==> src/rtl/pipeline_sequencer_pkg.sv <==
// Shared types and codes for the pipeline hazard/sequencing controller.
package pipeline_sequencer_pkg;

    localparam int unsigned REG_W = 4;
    localparam int unsigned FWD_W = 2;

    typedef enum logic [1:0] {
        ST_RUN    = 2'd0,
        ST_DRAIN  = 2'd1,
        ST_HALTED = 2'd2
    } seq_state_e;

    localparam logic [FWD_W-1:0] FWD_RF    = 2'd0;
    localparam logic [FWD_W-1:0] FWD_EXMEM = 2'd1;
    localparam logic [FWD_W-1:0] FWD_MEMWB = 2'd2;

    typedef enum logic [2:0] {
        ALU_ADD = 3'd0,
        ALU_SUB = 3'd1,
        ALU_AND = 3'd2,
        ALU_OR  = 3'd3,
        ALU_SLT = 3'd4
    } alu_op_e;

    typedef struct packed {
        logic             v;
        logic [REG_W-1:0] rd;
        logic             load;
    } ex_slot_t;

    typedef struct packed {
        logic             v;
        logic [REG_W-1:0] rd;
    } slot_t;

    function automatic logic src_hit(input logic en, input logic v,
                                     input logic [REG_W-1:0] a,
                                     input logic [REG_W-1:0] b);
        return en & v & (a == b);
    endfunction

    // Youngest non-load producer wins; a load is only reachable from MEM.
    function automatic logic [FWD_W-1:0] fwd_sel(input logic en,
                                                 input logic [REG_W-1:0] src,
                                                 input ex_slot_t ex,
                                                 input slot_t mem);
        if (src_hit(en, ex.v, src, ex.rd) && !ex.load) return FWD_EXMEM;
        if (src_hit(en, mem.v, src, mem.rd))           return FWD_MEMWB;
        return FWD_RF;
    endfunction

endpackage

==> src/rtl/pipeline_sequencer_hazard_scoreboard.sv <==
// Destination-register scoreboard for EX/MEM/WB with load-use and forward-select decode.
module hazard_scoreboard
    import pipeline_sequencer_pkg::*;
(
    input  logic             clk,
    input  logic             rst_n,
    input  logic             issue_i,
    input  logic             wr_en_i,
    input  logic [REG_W-1:0] wr_i,
    input  logic             load_i,
    input  logic [REG_W-1:0] rd0_i,
    input  logic             rd0_en_i,
    input  logic [REG_W-1:0] rd1_i,
    input  logic             rd1_en_i,
    output logic             load_use_c,
    output logic [FWD_W-1:0] fwd0_nxt_c,
    output logic [FWD_W-1:0] fwd1_nxt_c,
    output logic             busy_c
);

    ex_slot_t ex_q, ex_d;
    slot_t    mem_q, wb_q;

    always_comb begin
        ex_d = '0;
        if (issue_i) ex_d = '{v: wr_en_i, rd: wr_i, load: load_i};
    end

    always_ff @(posedge clk or negedge rst_n) begin
        if (!rst_n) begin
            ex_q  <= '0;
            mem_q <= '0;
            wb_q  <= '0;
        end else begin
            ex_q  <= ex_d;
            mem_q <= '{v: ex_q.v, rd: ex_q.rd};
            wb_q  <= mem_q;
        end
    end

    assign load_use_c = ex_q.load & (src_hit(rd0_en_i, ex_q.v, rd0_i, ex_q.rd) |
                                     src_hit(rd1_en_i, ex_q.v, rd1_i, ex_q.rd));
    assign fwd0_nxt_c = fwd_sel(rd0_en_i, rd0_i, ex_q, mem_q);
    assign fwd1_nxt_c = fwd_sel(rd1_en_i, rd1_i, ex_q, mem_q);
    assign busy_c     = ex_q.v | mem_q.v | wb_q.v;

endmodule

==> src/rtl/pipeline_sequencer.sv <==
// Pipeline hazard controller: load-use stall, branch flush, forwarding selects and halt/drain FSM.
module pipeline_sequencer
    import pipeline_sequencer_pkg::*;
#(
    parameter int unsigned NREG      = 8,
    parameter int unsigned DRAIN_CYC = 3
) (
    input  logic             clk,
    input  logic             rst_n,
    input  logic             id_valid,
    input  logic [REG_W-1:0] id_rd0,
    input  logic [REG_W-1:0] id_rd1,
    input  logic             id_rd0_en,
    input  logic             id_rd1_en,
    input  logic             id_write,
    input  logic [REG_W-1:0] id_wr,
    input  logic             id_load,
    input  logic             id_halt,
    input  logic             ex_branch_taken,
    input  logic             restart,
    output logic             pc_en,
    output logic             if_id_en,
    output logic             if_id_flush,
    output logic             id_ex_bubble,
    output logic [FWD_W-1:0] fwd0,
    output logic [FWD_W-1:0] fwd1,
    output logic             halted
);

    localparam int unsigned CNT_W = (DRAIN_CYC > 1) ? $clog2(DRAIN_CYC) : 1;

    if (NREG == 0 || NREG > (1 << REG_W)) begin : g_nreg_chk
        $error("NREG does not fit the 4-bit register ID space");
    end

    seq_state_e       state_q, state_d;
    logic [CNT_W-1:0] cnt_q, cnt_d;
    logic [FWD_W-1:0] fwd0_q, fwd0_d, fwd1_q, fwd1_d;
    logic             halted_q;
    logic             load_use, sb_busy;
    logic [FWD_W-1:0] fwd0_nxt, fwd1_nxt;
    logic             run, br_flush, stall, halt_det, issue;

    hazard_scoreboard u_sb (
        .clk        (clk),
        .rst_n      (rst_n),
        .issue_i    (issue),
        .wr_en_i    (id_write),
        .wr_i       (id_wr),
        .load_i     (id_load),
        .rd0_i      (id_rd0),
        .rd0_en_i   (id_rd0_en),
        .rd1_i      (id_rd1),
        .rd1_en_i   (id_rd1_en),
        .load_use_c (load_use),
        .fwd0_nxt_c (fwd0_nxt),
        .fwd1_nxt_c (fwd1_nxt),
        .busy_c     (sb_busy)
    );

    // A taken branch in EX dominates both the stall and halt detection.
    assign run      = (state_q == ST_RUN);
    assign br_flush = run & ex_branch_taken;
    assign stall    = run & id_valid & load_use & ~ex_branch_taken;
    assign halt_det = run & id_valid & id_halt & ~ex_branch_taken;
    assign issue    = run & id_valid & ~load_use & ~ex_branch_taken & ~id_halt;

    always_comb begin
        state_d      = state_q;
        cnt_d        = cnt_q;
        pc_en        = 1'b1;
        if_id_en     = 1'b1;
        if_id_flush  = 1'b0;
        id_ex_bubble = 1'b0;
        case (state_q)
            ST_RUN: begin
                if (br_flush) begin
                    if_id_flush  = 1'b1;
                    id_ex_bubble = 1'b1;
                end else if (stall) begin
                    pc_en        = 1'b0;
                    if_id_en     = 1'b0;
                    id_ex_bubble = 1'b1;
                end
                if (halt_det) begin
                    state_d = ST_DRAIN;
                    cnt_d   = CNT_W'(DRAIN_CYC - 1);
                end
            end
            ST_DRAIN: begin
                pc_en        = 1'b0;
                if_id_en     = 1'b0;
                id_ex_bubble = 1'b1;
                if (cnt_q == '0) state_d = ST_HALTED;
                else             cnt_d   = cnt_q - CNT_W'(1);
            end
            ST_HALTED: begin
                pc_en        = 1'b0;
                if_id_en     = 1'b0;
                id_ex_bubble = 1'b1;
                if (restart) begin
                    if_id_flush = 1'b1;
                    state_d     = ST_RUN;
                end
            end
            default: state_d = ST_RUN;
        endcase
        fwd0_d = issue ? fwd0_nxt : FWD_RF;
        fwd1_d = issue ? fwd1_nxt : FWD_RF;
    end

    always_ff @(posedge clk or negedge rst_n) begin
        if (!rst_n) begin
            state_q  <= ST_RUN;
            cnt_q    <= '0;
            fwd0_q   <= FWD_RF;
            fwd1_q   <= FWD_RF;
            halted_q <= 1'b0;
        end else begin
            state_q  <= state_d;
            cnt_q    <= cnt_d;
            fwd0_q   <= fwd0_d;
            fwd1_q   <= fwd1_d;
            halted_q <= (state_d == ST_HALTED);
        end
    end

    assign fwd0   = fwd0_q;
    assign fwd1   = fwd1_q;
    assign halted = halted_q;

    // Once parked, every in-flight writer has retired.
    a_parked_empty: assert property (@(posedge clk) disable iff (!rst_n)
        (DRAIN_CYC >= 3 && state_q == ST_HALTED) |-> !sb_busy);

endmodule

==> config.mk <==
export PLATFORM = sky130hd
export DESIGN_NAME = pipeline_sequencer
export DESIGN_NICKNAME = d
export VERILOG_FILES = /design/src/rtl/pipeline_sequencer_pkg.sv /design/src/rtl/pipeline_sequencer_hazard_scoreboard.sv /design/src/rtl/pipeline_sequencer.sv
export SDC_FILE = /design/constraint.sdc
export NUM_CORES = 1
export LEC_CHECK = 0
export ABC_AREA = 1
export CAP_MARGIN = 30
export CORE_UTILIZATION = 50
export CTS_CLUSTER_SIZE = 20
export DETAILED_ROUTE_END_ITERATION = 16
export PLACE_DENSITY = 0.9
export SKIP_LAST_GASP = 1
export SLEW_MARGIN = 20
export SYNTH_ARGS = -nofsm -noshare
export SYNTH_HDL_FRONTEND = slang
export SYNTH_SLANG_ARGS = --single-unit
export TNS_END_PERCENT = 20
==> constraint.sdc <==
create_clock -name clk -period 2.81 [get_ports clk]
set_clock_uncertainty 0.15 [all_clocks]
set_input_delay 0.281 -clock clk [delete_from_list [all_inputs] [get_ports clk]]
set_output_delay 0.281 -clock clk [all_outputs]
set_load 0.1 [all_outputs]
Word-level counts from Yosys, hierarchy flattened
Cells that the tools add are included.

Shifts and indexed selects: 0. Div/mod/pow operators: 0. Reduce and logical (&&, ||, !) cells: 8. Equal/unequal tests: 9. Multipliers: 0. Mux-type cells: 33. Bitwise logic cells: 22. Order comparisons: 0. Add/subtract/negate cells: 1.

Operator list (count): 2-bit 2-to-1 mux (15); 1-bit bitwise AND (18); 4-bit == test (4); 1-bit 2-to-1 mux (12); 6-bit 2-to-1 mux (1); 1-bit one-hot mux with 2 select lines (3); 2-bit one-hot mux with 3 select lines (1); 2-bit == test, second input constant (2); 2-bit zero test (2); 2-bit one-hot mux with 2 select lines (1); 1-bit inverter (3); 3-bit AND reduction (1); 2-bit by 1-bit == test with 1-bit output, second input constant (1); 1-bit logical AND (2); 2-bit by 1-bit != test with 1-bit output, second input constant (1); 2-bit != test, second input constant (1); 2-bit nonzero test (1); 2-bit OR reduction (1); 2-bit by 1-bit subtractor with 2-bit output, second input constant (1); 1-bit zero test (1); 1-bit bitwise OR (1).

Logic and storage cells: 83. Memory bits (read-only): 0. Latch bits: 0. Output and inout bits: 9. Memories: 0. Memory bits (writable): 0. Flip-flop bits (word level): 20.

Longest topological paths before layout
Depth after elaboration: 9. Mapped depth: 10. Gate-level depth less buffers: 9.

Hierarchy
From an unflattened synthesis, not the netlist that was laid out.

Cell total of the unflattened synthesis: 159. Area total of the unflattened synthesis: 1189.9 um^2.

Modules (own cells, without submodules): hazard_scoreboard (times used 1, sequential area each 300.3 um^2, cells each 89, area each 664.4 um^2); pipeline_sequencer (times used 1, sequential area each 225.2 um^2, cells each 70, area each 525.5 um^2).

Worst setup path after synthesis
Ideal clock, no wire load.

Kind: register to output. Start point: register state_q[0]. End point: output port if_id_flush. Stages on the path, launching flop included: 5. Path slack: -0.486 ns. Arrival time: 2.865 ns. Data required time: 2.379 ns. Cells stage by stage: dfrtp_1 -> inv_1 -> ha_1 -> inv_1 -> o21ai_0.

Longest elaborated chain between the ends: 4. Elaborated cells on any way between the ends: 5.

RTL lines: start: declaration (RTL line pipeline_sequencer.sv:36) `seq_state_e state_q, state_d;`; start signal: assignment (RTL line pipeline_sequencer.sv:120) `state_q <= state_d;`; 2-bit zero test (RTL line pipeline_sequencer.sv:62, pipeline_sequencer.sv:75); 1-bit bitwise AND (RTL line pipeline_sequencer.sv:63) `assign br_flush = run & ex_branch_taken;`; 1-bit 2-to-1 mux (RTL line pipeline_sequencer.sv:77) `if (br_flush) begin`; 1-bit one-hot mux with 2 select lines * (RTL line pipeline_sequencer.sv:75) `case (state_q)`; end: declaration (RTL line pipeline_sequencer.sv:23) `output logic if_id_flush,`.

Mark *: on every way between the ends. The rest lies on a longest branch, timed or not.

Worst setup path after layout
Start point: register state_q[0]. End point: output port id_ex_bubble.

Longest elaborated chain between the ends: 7. Elaborated cells on any way between the ends: 11.

RTL lines: 2-bit zero test (RTL line pipeline_sequencer.sv:62, pipeline_sequencer.sv:75); 1-bit bitwise AND (3 in a row) (RTL line pipeline_sequencer.sv:64) `assign stall = run & id_valid & load_use & ~ex_branch_taken;`; 1-bit 2-to-1 mux (RTL line pipeline_sequencer.sv:80) `end else if (stall) begin`; 1-bit 2-to-1 mux (RTL line pipeline_sequencer.sv:77); 1-bit one-hot mux with 2 select lines * (RTL line pipeline_sequencer.sv:75); end: declaration (RTL line pipeline_sequencer.sv:24) `output logic id_ex_bubble,`.

Marks and branches as above.

==> metrics.cfg <==
[synth]
synth_ff_type = dfrtp_1
synth_area_sq_um = 1120
ys_seq_area_share_pct = 44.7
synth_cells = 149
yosysTopAreaCell = dfrtp_1
synth.distinct_cells = 25
synth_area_leaders = dfrtp_1, nand2_1, inv_1, nor2_1, ha_1
synth_nets = 176
yosys_warnings = 0
syn_avg_cell_area_sq_um = 7.51
ys_seq_elements = 20
synth_commonest_cells = nand2_1, inv_1, nor2_1, dfrtp_1, a21oi_1
async_flop_share_pct = 100
yosys.cell_count.top_type = nand2_1
synth_edf_count = 0
synth_top_area_share_pct = 44.7

[final_layout]
stdcell_area_sq_um = 1500
drive_gt1_share_pct = 10.4
diodes = 0
nNetsFinal = 211
final_cells = 209
postLayoutCoreUtil_pct = 73.3
area_growth_pct = 33.9

[timing]
rsz0062_at_grt = false
worstMarginPinSlew_ns = 0.351
slew_headroom_pct = 76.5
timing.hold.ws_ns = 0.0957
setup_viol = 0
fmax_mhz = 441
slew_violations = 0
min_period_ns = 2.27
finalHoldViolCount = 0
finalCritPeriodShare_pct = 80.8

[place]
dp_cells = 205
place_area_sq_um = 1460
post-dp-hpwl_um = 1980
io_buffers = 30
gp_congestion = 0.968

[route]
firstDrtPassIters = 4
drt-vias-per-instance = 5.02
drtIter0Drc = 56
final_antenna_net_count = 0
vias = 1049
totalWireLength_um = 2570
wire_per_inst_um = 12.3
drc_errors = 0

[global_routing]
antenna_found_initial = 0
grt_overflow = 0
first_global_vias = 1003
grt_pass1_wl_um = 4050
grt_usage_pct = 22.3
grt_max_degree = 21

[floorplanning]
die_area_sq_um = 2430
die_h_um = 49.3
coreArea_sq_um = 2040
initial_core_util_pct = 54.8
fp-row-count = 16
ios = 31
die_w_um = 49.3

[clock_tree]
cts_tree = done
clk_latency_ns = 0.30
clk_pin_slew_worst_paths_ns = 0.10
cts_buffer_depth = 2
postCtsSetupRepairBufs = 0
htreeDepth = 1
clock_sinks = 20
post_cts_resized = 0
cts_hold_buf = 0
cts_made_buffers = 3
cts_root_buffer = clkbuf_4

[worst_setup_path]
arrival_ns = 1.84
worstPathMaxFanout = 6
cp.required_ns = 2.38
critPathKind = flop to output port
rrSetupSlack_ns = 1.06
cpPeakStageDelay_ns = 0.42
crit_path_end_kind = output port
critPathTopFamily = flip-flops
slowest_stage = dfrtp_1
path_cells = inv_1, ha_1, nand2_1, inv_2, nand3_1, a21oi_1, buf_12
cp_num_buf_inv = 3
r2r_cells = 9
start_kind = flop
r2r-start = state_q[0]
r2r-end = cnt_q[0]

[pwr]
peakVddDrop_mv = 0.592
power_density_nw_per_um2 = 695
p_leak_nw = 0.780

[min_path]
hold_path.class = primary input to asynchronous set/reset pin

[status]
outcome = complete, no violations

[flow_run]
max_cap_violations = 0

-- worst register-to-register path, stage by stage, from the launching register on --
cell and delay (ns):
dfrtp_1 0.42, inv_1 0.10, ha_1 0.26, nand2_1 0.13, inv_2 0.09, nand3_2 0.06
nand2_1 0.13, o211ai_1 0.14, nand2_1 0.09, o21ai_1 0.06
-- cell type report --
type	instances	area, sq um
flip-flops and latches	20	500
multi-input cells	96	490
inverters	32	120
fillers	166	544
repair buffers	31	330
clock buffers	3	22.5
well taps	27	33.8
-- logic make-up (layout without fill, tap and decap cells) --
| kind of cell | after synthesis | in the layout | synth area share (%) |
|---|---|---|---|
| XOR/XNOR | 3 | 3 | 2.35 |
| flip-flops | 20 | 20 | 44.7 |
| AND/OR/NAND/NOR | 73 | 73 | 27.4 |
| AO/OA/AOI/OAI | 15 | 15 | 8.50 |
| buffers and inverters | 33 | 66 | 11.4 |
| adder cells (fa/ha/maj) | 5 | 5 | 5.59 |
-- routing by layer --
metal | vias up | track usage (%) | wire, um
li1 | 518 | - | -
met1 | 473 | 24.0 | 995
met2 | 50 | 42.0 | 1340
met3 | 8 | 3.43 | 168
met4 | 0 | 10.3 | 64
met5 | - | 0 | 0
-- stage by stage --
step	power (mW)	setup slack (ns)	setup TNS (ns)
2_1_floorplan	0.726	-0.0185	-0.0185
3_3_place_gp	0.881	0.609	0
3_5_place_dp	0.905	0.581	0
4_1_cts	1.04	0.538	0
5_1_grt	1.09	0.413	0
6_report	1.04	0.541	0
-- registers in the layout, summed over array words and instances (netlist names) --
name,count
state_q,2
fwd1,2
fwd0,2
halted,1
u_sb.mem_q,5
u_sb.ex_q,6
cnt_q,2
-- worst max path at each step --
stage                     from  depth (start not counted)           end
floorplan           state_q[0]                          6  id_ex_bubble
global placement     id_rd1[3]                         10  id_ex_bubble
detailed placement   id_rd0[2]                         10  id_ex_bubble
CTS                 state_q[0]                          7  id_ex_bubble
global route        state_q[0]                          7  id_ex_bubble
finish              state_q[0]                          7  id_ex_bubble
-- where the power goes --
group / switching [mW] / leakage [nW] / internal (mW)
sequential: 0.0231 / 0.271 / 0.321
combinational: 0.380 / 0.495 / 0.184
clock: 0.0828 / 0.0138 / 0.0500
total: 0.486 / 0.780 / 0.555
-- cell usage in the layout, fill, tap and decap left out --
master            n
nand3_2           1
inv_2             1
buf_8             1
nor2_1           21
o22ai_1           1
nand2_1          37
or2_1             2
buf_4             6
a21oi_1           6
dfrtp_1          20
inv_1            31
nand3_1           5
nor3_1            2
nand4_1           2
o31ai_1           1
and3_1            1
o21ai_0           2
o211ai_1          1
o21ai_1           2
a21boi_2          1
ha_1              5
buf_12            3
xnor2_1           1
clkbuf_4          3
nand2_2           1
xor2_1            2
a22oi_2           1
or2_2             1
clkdlybuf4s50_1  21
Note: power is estimated with default switching activity, not from simulation.
==> variant: new RTL, same settings <==
Encoding of `seq_state_e`: now one-hot (3 bits for 3 states).
--- a/src/rtl/pipeline_sequencer_pkg.sv
+++ b/src/rtl/pipeline_sequencer_pkg.sv
@@ -4,10 +4,10 @@
     localparam int unsigned REG_W = 4;
     localparam int unsigned FWD_W = 2;
 
-    typedef enum logic [1:0] {
-        ST_RUN    = 2'd0,
-        ST_DRAIN  = 2'd1,
-        ST_HALTED = 2'd2
+    typedef enum logic [2:0] {
+        ST_RUN    = 3'b001,
+        ST_DRAIN  = 3'b010,
+        ST_HALTED = 3'b100
     } seq_state_e;
 
     localparam logic [FWD_W-1:0] FWD_RF    = 2'd0;
Behaviour: same outputs for any inputs over 10 cycles, from zero or initial values and one cycle with rst_n low; not proved beyond that.
==> variant against the original RTL <==
Wire length down 10%. Die area up 1.3%. Area after synthesis up 1.3%. Final area up 1.5%. Sequential cell count up 1. Final cell count down 1.9%. Worst setup slack better by 0.060 ns. Utilization up 1.1 points. Power up 13%.
==> variant: results (changes against the original RTL) <==
largest net degree at the start of global routing 22 (was 21); IO Port Bufs 30 (unchanged); Yosys cell types 22 (was 25); Worst EP arrival 1.78 ns (was 1.84 ns); worst vdd ir 0.000709 V (was 0.000592 V); Iter 0 DRT Violations 13 (was 56); layout cells sized above 1 14.0% (was 10.4%); Clock Path Buffers 2 (unchanged); status finished, final reports clean (unchanged); fill count 146 (was 166); XOR/XNOR share of the synthesized area 2.32% (was 2.35%); first-pass GRT wire length 4210 µm (was 4050 µm); Leak 0.765 nW (was 0.780 nW); DR vias/cell 4.86 (was 5.02); diode count 0 (unchanged); Post-synth top cells 37 x nand2_1, 32 x inv_1, 20 x dfrtp_1 (was 37 x nand2_1, 31 x inv_1, 21 x nor2_1); CP peak stage delay 0.51 ns (was 0.42 ns); sequential area share after synthesis 46.5% (was 44.7%); Global Route Usage Sum 23.2% (was 22.3%); switching share of power 48.3% (was 46.7%); wire per inst 11.3 µm (was 12.3 µm); Post-Synth Adder-Cell Area 1.10% (was 5.59%); crit path max-delay cell type clkdlybuf4s50_1 (was dfrtp_1); top_reg_cell synth dfrtp_1 (unchanged); root buffer cell clkbuf_4 (unchanged); H-tree depth 1 (unchanged); total CTS buffers 3 (unchanged); Async S/R FF share, synth 100% (unchanged); Synthesis Warnings 0 (unchanged); DP HPWL 1870 µm (was 1980 µm); Regs by FF count u_sb.ex_q (6), u_sb.mem_q (5), state_q (3) (was u_sb.ex_q (6), u_sb.mem_q (5)); Clk pin slew, worst setup/hold paths 0.12 ns (was 0.10 ns); Max transition margin 76.3% (was 76.5%); syn_nets 167 (was 176); Layout Nets 202 (was 211); Hold Crit Class primary input to async pin (unchanged); GP Congestion 0.968 (about the same); complex-gate fraction of the synthesized area 4.86% (was 8.50%); hold-fix buffer count after cts 0 (unchanged); top cells by area, synth dfrtp_1 44%, nand2_1 12%, inv_1 11% (was dfrtp_1 45%, nand2_1 12%, inv_1 10%); CP max FO 3 (was 6)
-- variant: cell families (layout without fill, tap and decap cells) --
family	count (synthesis)	in the layout
compound gates	7	7
xor+xnor	3	3
fa+ha+maj	1	1
buf+inv	33	67
flops	21	21
simple gates	79	79
-- variant: path summary, 6_finish.rpt --
check                             start       endpoint  slack [ns]  cells past startpoint
setup / recovery              id_rd0[0]       if_id_en        0.60                     11
hold / removal                    rst_n  u_sb.mem_q[0]        0.08                      1
setup reg to reg             state_q[0]     state_q[2]        1.37                      6
hold reg to reg            u_sb.ex_q[5]  u_sb.mem_q[4]        0.29                      0
max in group asynchronous         rst_n     state_q[0]        1.94                      2
min in group clk           u_sb.ex_q[5]  u_sb.mem_q[4]        0.29                      0
-- variant: worst max-delay path: cells and delay by family --
kind,cells,cell delay (ns)
buf+inv,3,0.81
simple gates,8,0.68
-- variant: routing by layer --
metal  GRT usage (%)  routed length (µm)
met1            25.9                 954
met2            41.7                1200
met3            5.86                 120
met4            9.05                  34
met5               0                   0
-- variant: through the flow --
stage | instance area (µm²) | std cells | utilization [%] | total power, mW | worst slack [ns]
CTS | 1510 | 204 | 73.7 | 1.18 | 0.615
global route | 1520 | 205 | 74.4 | 1.24 | 0.460
finish | 1520 | 205 | 74.4 | 1.17 | 0.600
detailed placement | 1480 | 200 | 72.2 | 1.03 | 0.623
floorplan | 1130 | 144 | - | 0.829 | 0.359
global placement | 1480 | 200 | 72.2 | 1.01 | 0.687
-- variant: power groups by stage --
stage / combinational, mW / clock, mW / sequential (mW)
global placement: 0.639 / 0 / 0.370
finish: 0.656 / 0.149 / 0.368
detailed placement: 0.657 / 0 / 0.374
floorplan: 0.420 / 0 / 0.409
CTS: 0.658 / 0.153 / 0.367
global route: 0.696 / 0.168 / 0.372
-- variant: area by class of cell --
type | instances | share of cell area [%]
clock buffer | 3 | 1.48
sequential | 21 | 34.7
inverter | 32 | 7.90
timing repair buffer | 31 | 21.7
multi-input combinational | 90 | 31.5
tap | 27 | 2.22
clock inverter | 1 | 0.494
